File: config.mk
export PLATFORM = sky130hd
export DESIGN_NAME = demux_sched_8ch
export DESIGN_NICKNAME = d
export VERILOG_FILES = /design/src/rtl/demux_sched_pkg.sv /design/src/rtl/demux_sched_8ch_rr_pick.sv /design/src/rtl/demux_sched_8ch.sv
export SDC_FILE = /design/constraint.sdc
export NUM_CORES = 1
export LEC_CHECK = 0
export ABC_AREA = 0
export CAP_MARGIN = 20
export CORE_UTILIZATION = 50
export CTS_BUF_LIST = sky130_fd_sc_hd__clkbuf_2
export DETAILED_ROUTE_END_ITERATION = 7
export GPL_TIMING_DRIVEN = 0
export PLACE_DENSITY = 0.77
export SYNTH_ARGS = -nofsm -noshare
export SYNTH_HDL_FRONTEND = slang
export SYNTH_HIERARCHICAL = 1
export SYNTH_SLANG_ARGS = --single-unit
File: constraint.sdc
create_clock -name clk -period 8.5 [get_ports clk]
set_input_delay 1.7 -clock clk [delete_from_list [all_inputs] [get_ports clk]]
set_output_delay 1.7 -clock clk [all_outputs]
set_load 0.01 [all_outputs]
File: src/rtl/demux_sched_pkg.sv
`default_nettype none
// +----------------------------------------------------------------------+
// | Module   : demux_sched_pkg                                           |
// | Purpose  : Shared constants and state type for the 8-channel demux   |
// |            sequencing controller.                                    |
// | Contents : MODE_ADDR / MODE_RR mode codes, NUM_CH, SEL_W, state_t    |
// | Revision : 1.0 - initial release                                     |
// +----------------------------------------------------------------------+
package demux_sched_pkg;

  localparam logic MODE_ADDR = 1'b0;
  localparam logic MODE_RR   = 1'b1;

  localparam int NUM_CH = 8;
  localparam int SEL_W  = 3;

  typedef enum logic [0:0] {
    EMPTY = 1'b0,
    ISSUE = 1'b1
  } state_t;

endpackage
`default_nettype wire

File: src/rtl/demux_sched_8ch_rr_pick.sv
`default_nettype none
// +----------------------------------------------------------------------+
// | Module   : rr_pick                                                   |
// | Purpose  : Combinational rotating-priority encoder. Returns the first |
// |            set bit of mask searching upward from base with wrap.     |
// | Ports    : mask  - candidate channels                                |
// |            base  - search start position                             |
// |            sel   - selected channel (base when nothing is found)     |
// |            found - at least one mask bit is set                      |
// | Revision : 1.0 - initial release                                     |
// +----------------------------------------------------------------------+
module rr_pick
  import demux_sched_pkg::*;
(
  input  logic [NUM_CH-1:0] mask,
  input  logic [SEL_W-1:0]  base,
  output logic [SEL_W-1:0]  sel,
  output logic              found
);

  logic [SEL_W-1:0] w_idx;

  // Walk from the farthest offset back toward base so the closest hit wins.
  always_comb begin
    sel   = base;
    found = 1'b0;
    w_idx = base;
    for (int i = NUM_CH - 1; i >= 0; i--) begin
      w_idx = base + SEL_W'(i);
      if (mask[w_idx]) begin
        sel   = w_idx;
        found = 1'b1;
      end
    end
  end

endmodule
`default_nettype wire

File: src/rtl/demux_sched_8ch.sv
`default_nettype none
// +----------------------------------------------------------------------+
// | Module   : demux_sched_8ch                                           |
// | Purpose  : Sequencing controller for a 1-to-8 demux. Holds one word,  |
// |            routes it by address or round-robin, supervises stalls    |
// |            with a timeout and counts discarded words.                |
// | Ports    : clk, rst (async, active-high)                             |
// |            mode, chan_en, flush            - control                  |
// |            in_valid/in_ready/in_data/in_dest - upstream handshake    |
// |            out_data/out_sel/out_valid/out_ready - channel side       |
// |            drop_pulse, timeout_pulse, drop_cnt, busy - status        |
// | Revision : 1.0 - initial release                                     |
// +----------------------------------------------------------------------+
module demux_sched_8ch
  import demux_sched_pkg::*;
#(
  parameter int DW      = 8,
  parameter int TIMEOUT = 16,
  parameter int CNT_W   = 8
) (
  input  logic                clk,
  input  logic                rst,
  input  logic                mode,
  input  logic [NUM_CH-1:0]   chan_en,
  input  logic                flush,
  input  logic                in_valid,
  output logic                in_ready,
  input  logic [DW-1:0]       in_data,
  input  logic [SEL_W-1:0]    in_dest,
  output logic [DW-1:0]       out_data,
  output logic [SEL_W-1:0]    out_sel,
  output logic [NUM_CH-1:0]   out_valid,
  input  logic [NUM_CH-1:0]   out_ready,
  output logic                drop_pulse,
  output logic                timeout_pulse,
  output logic [CNT_W-1:0]    drop_cnt,
  output logic                busy
);

  // Wait counter only has to reach TIMEOUT-1.
  localparam int WAIT_W = (TIMEOUT > 1) ? $clog2(TIMEOUT) : 1;
  localparam logic [WAIT_W-1:0] c_wait_last = WAIT_W'((TIMEOUT > 0) ? TIMEOUT - 1 : 0);

  state_t             r_state;
  state_t             w_state_next;
  logic [DW-1:0]      r_data;
  logic [SEL_W-1:0]   r_sel;
  logic [SEL_W-1:0]   r_rr_ptr;
  logic [WAIT_W-1:0]  r_wait;
  logic [CNT_W-1:0]   r_drop_cnt;
  logic               r_drop_pulse;
  logic               r_timeout_pulse;

  logic [SEL_W-1:0]   w_rr_sel;
  logic               w_rr_found;
  logic [SEL_W-1:0]   w_dest;
  logic               w_deliver;
  logic               w_in_ready;
  logic               w_accept;
  logic               w_load;
  logic               w_drop;
  logic               w_timeout;
  logic               w_flush_drop;
  logic               w_discard;

  rr_pick u_rr_pick (
    .mask  (chan_en),
    .base  (r_rr_ptr),
    .sel   (w_rr_sel),
    .found (w_rr_found)
  );

  assign w_deliver  = (r_state == ISSUE) && out_ready[r_sel];
  assign w_in_ready = !flush && ((r_state == EMPTY) || w_deliver) &&
                      !((mode == MODE_RR) && !w_rr_found);
  assign w_accept   = in_valid && w_in_ready;
  assign w_dest     = (mode == MODE_RR) ? w_rr_sel : in_dest;

  // Round-robin picks only enabled channels, so a drop is only possible
  // in addressed mode.
  assign w_load       = w_accept && chan_en[w_dest];
  assign w_drop       = w_accept && !chan_en[w_dest];
  // Flush takes precedence over a coincident timeout: one discard, no pulse.
  assign w_timeout    = (TIMEOUT > 0) && (r_state == ISSUE) && !w_deliver &&
                        !flush && (r_wait == c_wait_last);
  assign w_flush_drop = flush && (r_state == ISSUE) && !w_deliver;
  assign w_discard    = w_drop || w_timeout || w_flush_drop;

  always_comb begin
    w_state_next = r_state;
    if (w_load) begin
      w_state_next = ISSUE;
    end else if (w_deliver || w_timeout || w_flush_drop) begin
      w_state_next = EMPTY;
    end
  end

  always_ff @(posedge clk or posedge rst) begin
    if (rst) begin
      r_state         <= EMPTY;
      r_data          <= '0;
      r_sel           <= '0;
      r_rr_ptr        <= '0;
      r_wait          <= '0;
      r_drop_cnt      <= '0;
      r_drop_pulse    <= 1'b0;
      r_timeout_pulse <= 1'b0;
    end else begin
      r_state         <= w_state_next;
      r_drop_pulse    <= w_drop;
      r_timeout_pulse <= w_timeout;
      if (w_load) begin
        r_data <= in_data;
        r_sel  <= w_dest;
      end
      if (w_accept && (mode == MODE_RR)) begin
        r_rr_ptr <= w_rr_sel + 1'b1;
      end
      // Counts stall cycles of the word currently held; any change of
      // occupancy restarts it.
      if (w_load || w_deliver || (w_state_next == EMPTY)) begin
        r_wait <= '0;
      end else begin
        r_wait <= r_wait + 1'b1;
      end
      if (w_discard && (r_drop_cnt != {CNT_W{1'b1}})) begin
        r_drop_cnt <= r_drop_cnt + 1'b1;
      end
    end
  end

  always_comb begin
    out_valid = '0;
    if (r_state == ISSUE) begin
      out_valid[r_sel] = 1'b1;
    end
  end

  assign in_ready      = w_in_ready;
  assign out_data      = r_data;
  assign out_sel       = r_sel;
  assign drop_pulse    = r_drop_pulse;
  assign timeout_pulse = r_timeout_pulse;
  assign drop_cnt      = r_drop_cnt;
  assign busy          = (r_state == ISSUE);

endmodule
`default_nettype wire
; Word level (Yosys, flattened, before mapping)
; Cells that the tools add are included.
[classes]
add_sub_neg = 10
n_mul = 0
div_mod_pow = 0
magnitude_cmp = 11
n_eq_ne = 2
shifts = 0
n_mux = 43
n_bitwise = 2
n_reduce_logical = 27
[op_table]
columns = op, count
row1 = $lt 3x4->1 const B, 10
row2 = $bmux 1 s3, 10
row3 = $mux 3, 9
row4 = $mux 1, 21
row5 = $logic_and 1x1->1, 15
row6 = $add 3x3->3 const B, 4
row7 = $add 8x1->8 const B, 1
row8 = $mux 8, 1
row9 = $ne 8x8->1 const B, 1
row10 = $logic_or 1x1->1, 7
row11 = $add 3x1->3 const B, 2
row12 = $add 3x2->3 const B, 2
row13 = $logic_not 1->1, 5
row14 = $add 4x1->4 const B, 1
row15 = $eq 4x4->1 const B, 1
row16 = $mux 4, 1
row17 = $demux 1 s3, 1
row18 = $ge 3x1->1 const B, 1
row19 = $not 1->1, 2
[totals]
ff_bits = 29
latchBits = 0
mem_bits_rw = 0
mem_bits_ro = 0
output_inout_bits = 31
word_cells = 103
memories = 0

; Longest topological paths before layout
[depth]
depth_word = 21
mapped_depth = 17
mapped_depth_nobuf = 14

; By module
; Netlist, hierarchy kept.
[by_module_without_submodules]
columns = module, n_inst, cells_per_inst, area_each_um2, seq_area_each_um2
row1 = demux_sched_8ch, 1, 170, 1779.2, 725.7
row2 = rr_pick, 1, 102, 890.9, 0.0

; Worst setup path after synthesis
; Ideal clock, no wire load.
[synth_timing]
path_kind = input to output
startpoint = input chan_en[5]
endpoint = output in_ready
arrival_ns = 3.058
required_ns = 6.800
setup_slack_ns = 3.742
cell_stages = 8
path_buffers = 0
cell_sequence = mux4_2 mux2_4 nand2b_4 nor2_1 nand4_1 inv_1 a21oi_1 nor2b_4
[synth_between]
elab_chain_len = 14
[synth_rtl]
columns = element, line
row1 = start: declaration, demux_sched_8ch.sv:24  ; input logic [NUM_CH-1:0] chan_en,
row2 = $bmux 1 s3, demux_sched_8ch_rr_pick.sv:30  ; if (mask[w_idx]) begin
row3 = $mux 1 (implied by the code), demux_sched_8ch_rr_pick.sv:30
row4 = $mux 1 (7 in series), demux_sched_8ch_rr_pick.sv:30
row5 = $mux 1 *, demux_sched_8ch_rr_pick.sv:30
row6 = via w_rr_found, demux_sched_8ch.sv:55  ; logic w_rr_found;
row7 = $logic_not 1->1 *, demux_sched_8ch.sv:75  ; !((mode == MODE_RR) && !w_rr_found);
row8 = $logic_and 1x1->1 *, demux_sched_8ch.sv:75
row9 = $logic_not 1->1 *, demux_sched_8ch.sv:75
row10 = $logic_and 1x1->1 *, demux_sched_8ch.sv:74  ; assign w_in_ready = !flush && ((r_state == EMPTY) || w_deliver) &&
row11 = end: declaration, demux_sched_8ch.sv:27  ; output logic in_ready,
; Mark *: on every way through the listed nets, which the timed path passes. The rest lies on a longest branch. The select of a mux whose other input is x is not followed.

; Final worst setup path
[layout_timing]
startpoint = input chan_en[7]
endpoint = output in_ready
; Same word-level chain as after synthesis.

==> run summary <==
Power Density: 388 nW/um^2
CP bufs+invs: 3
flops & latches, synth: 29
Post-Synthesis Cell Area: 2670 sq um
pin count of the biggest net entering global routing: 17
Post-CTS Hold Fix Bufs: 0
met1 usage: 34.1%
GPL Wtd Cong: 0.881
Inserted Clock Buffers: 5
initial antenna violation count: 0
DRC Markers: 0
crit path cell chain: clkdlybuf4s50_1 -> mux2i_1 -> mux4_2 -> nand2b_4 -> nor2_1 -> nand4_1 -> inv_1 -> a21oi_1 -> nor2b_4 -> clkdlybuf4s50_1
Yosys cell types: 64
drt pass-1 iters: 4
full die area: 5640 sq um
Achievable Freq: 0.163 GHz
number of enable-type register cells in the synthesized netlist: 0
WL/cell: 16.3 um
most used routing layer: met2
CP dominant cell by count: clkdlybuf4s50_1
Post-Route WL: 6740 um
# port buffers: 62
Vias/cell: 5.85
syn avg cell area: 9.82 sq um
Fin Hold WS: 475 ps
Worst Max-Slew Pin Slew: 624 ps
worst hold-check path type: flip-flop to flip-flop
synthesis-to-layout area growth: 30.9%
Slew HR: 58.1%
total global routing overflow: 0
clock buffer depth: 2
yosys warns: 6
Slowest cell on crit path: clkdlybuf4s50_1
Num Clock Sinks: 29
status: finished, final reports clean
Seq/Total Area, Yosys: 27.2%
leading post-synthesis cells by cell area: dfrtp_1, mux4_2, mux2_4
layout cells sized above 1: 16.6%
Post-Synthesis Cells: 272
met2 Use GR: 42.8%
NumNets Final: 379
CP Data Arrival Time: 4420 ps
Std-Cell Rows: 26
dpl cell area: 3410 sq um
startpoint types: primary input
Commonest cells post-synth: nand2_1, dfrtp_1, nor2_1
clock slew at reported path FFs: 170 ps
post-DP HPWL: 5230 um
core area: 5140 sq um
post-route cell area: 3500 sq um
CTS tree: built
met3 GRT Util: 4.82%
H-tree depth: 2
CP max FO: 8
IO Count: 63
n_diodes: 0
Critical Path RT: 6800 ps
CP peak stage delay: 650 ps
Die Y: 75.1 um
share of the synthesized area in the top cell type: 27.2%
ANT nets after route: 0
global-route wire length before repair: 10,800 um
vias in the first global route: 2,298
asr flop ratio synth: 100%
post-CTS setup buffer count: 0
Leakage: 1.49 nW
final hold viol count: 0
clk root buf: clkbuf_2
Initial DRC Count: 148
Final Cycle Share: 72.0%
VDD IR max: 194 uV
via count: 2,415
Max Cap Viol: 0
post-cts sizing count: 0
unrepaired setup endpoints after global routing: no
Synth area leader: dfrtp_1
Final setup viols: 0
WS Path Type: primary input to output pin
Mapped Nets: 309
Total GRT Usage: 25.9%
die width: 75.1 um
Synth Flop Type: dfrtp_1
crit-path leading delay family: buffers and inverters
Final min period: 6120 ps
Starting Density: 51.9%
number of max-slew violations in the final report: 0
skew final: 19.9 ps
Setup TNS Final: 0 ps
element type at the critical path end: output pin
Clock Latency Late Sink: 380 ps
top-count cell post-synth: nand2_1
## worst paths after layout
check | from | to | slack [ps] | cells after the start
min | r_wait[0]$_DFF_PP0_ | r_wait[0]$_DFF_PP0_ | 470 | 1
max reg2reg | r_rr_ptr[0]$_DFFE_PP0P_ | drop_cnt[7]$_DFFE_PP0P_ | 3950 | 16
min in group asynchronous | rst | out_sel[0]$_DFFE_PP0P_ | 1660 | 2
max in group asynchronous | rst | out_data[7]$_DFFE_PP0P_ | 6340 | 3
min reg2reg | r_wait[0]$_DFF_PP0_ | r_wait[0]$_DFF_PP0_ | 470 | 1
max | chan_en[7] | in_ready | 2380 | 10
## layer usage
layer / up-vias / routed length (um) / share of wire [%]
met5: - / 0 / 0
met4: 0 / 98 / 1.5
met3: 15 / 350 / 5.2
met2: 83 / 3390 / 50
met1: 1159 / 2900 / 43
li1: 1158 / - / -
## area by class of cell
class	instances	area, sq um
Multi-Input combinational cell	220	1830
Clock buffer	5	25.0
Sequential cell	29	726
Inverter	14	52.6
Fill cell	427	1640
Clock inverter	3	65.1
Tap cell	70	87.6
Buffer	9	65.1
Timing Repair Buffer	63	648
## logic make-up after synthesis
kind of cell	Yosys count	synth area share (%)
AOI/OAI and AO/OA	55	16.4
xor gates and xnor gates	8	2.62
adders and majority gates	5	2.34
buffers and inverters	23	4.40
DFF	29	27.2
muxes	43	25.9
and+or+nand+nor	109	21.2
## power by group
group	switching [mW]	total, mW	internal (mW)
Clock	0.0520	0.131	0.0789
Combinational	0.507	0.983	0.476
Sequential	0.0529	0.244	0.191
## flip-flops by register name, indices dropped and copies added (netlist names)
register       count
drop_cnt           8
drop_pulse         1
out_data           8
r_wait             4
out_sel            3
r_rr_ptr           3
busy               1
timeout_pulse      1
## stage by stage
stage          utilization (%)  setup slack [ps]  total power [mW]  cells
6_report                  68.0              2380              1.36    413
5_1_grt                   68.0              2230              1.46    413
4_1_cts                   68.0              2410              1.36    413
3_5_place_dp              66.3              2460              1.22    405
3_3_place_gp              65.7              2490              1.20    404
2_1_floorplan                -              3740             0.950    272
## cell usage in the layout (no fill, tap or decap), types with 6 or more instances in the layout
| master | count |
|---|---|
| nand3_1 | 8 |
| nand2b_1 | 10 |
| nor3_1 | 6 |
| nor2_1 | 24 |
| mux2_4 | 13 |
| mux4_2 | 10 |
| nand2_1 | 38 |
| dfrtp_1 | 29 |
| a21oi_1 | 7 |
| inv_1 | 13 |
| mux2i_1 | 12 |
| clkdlybuf4s50_1 | 62 |
Note: power is estimated with default switching activity, not from simulation.
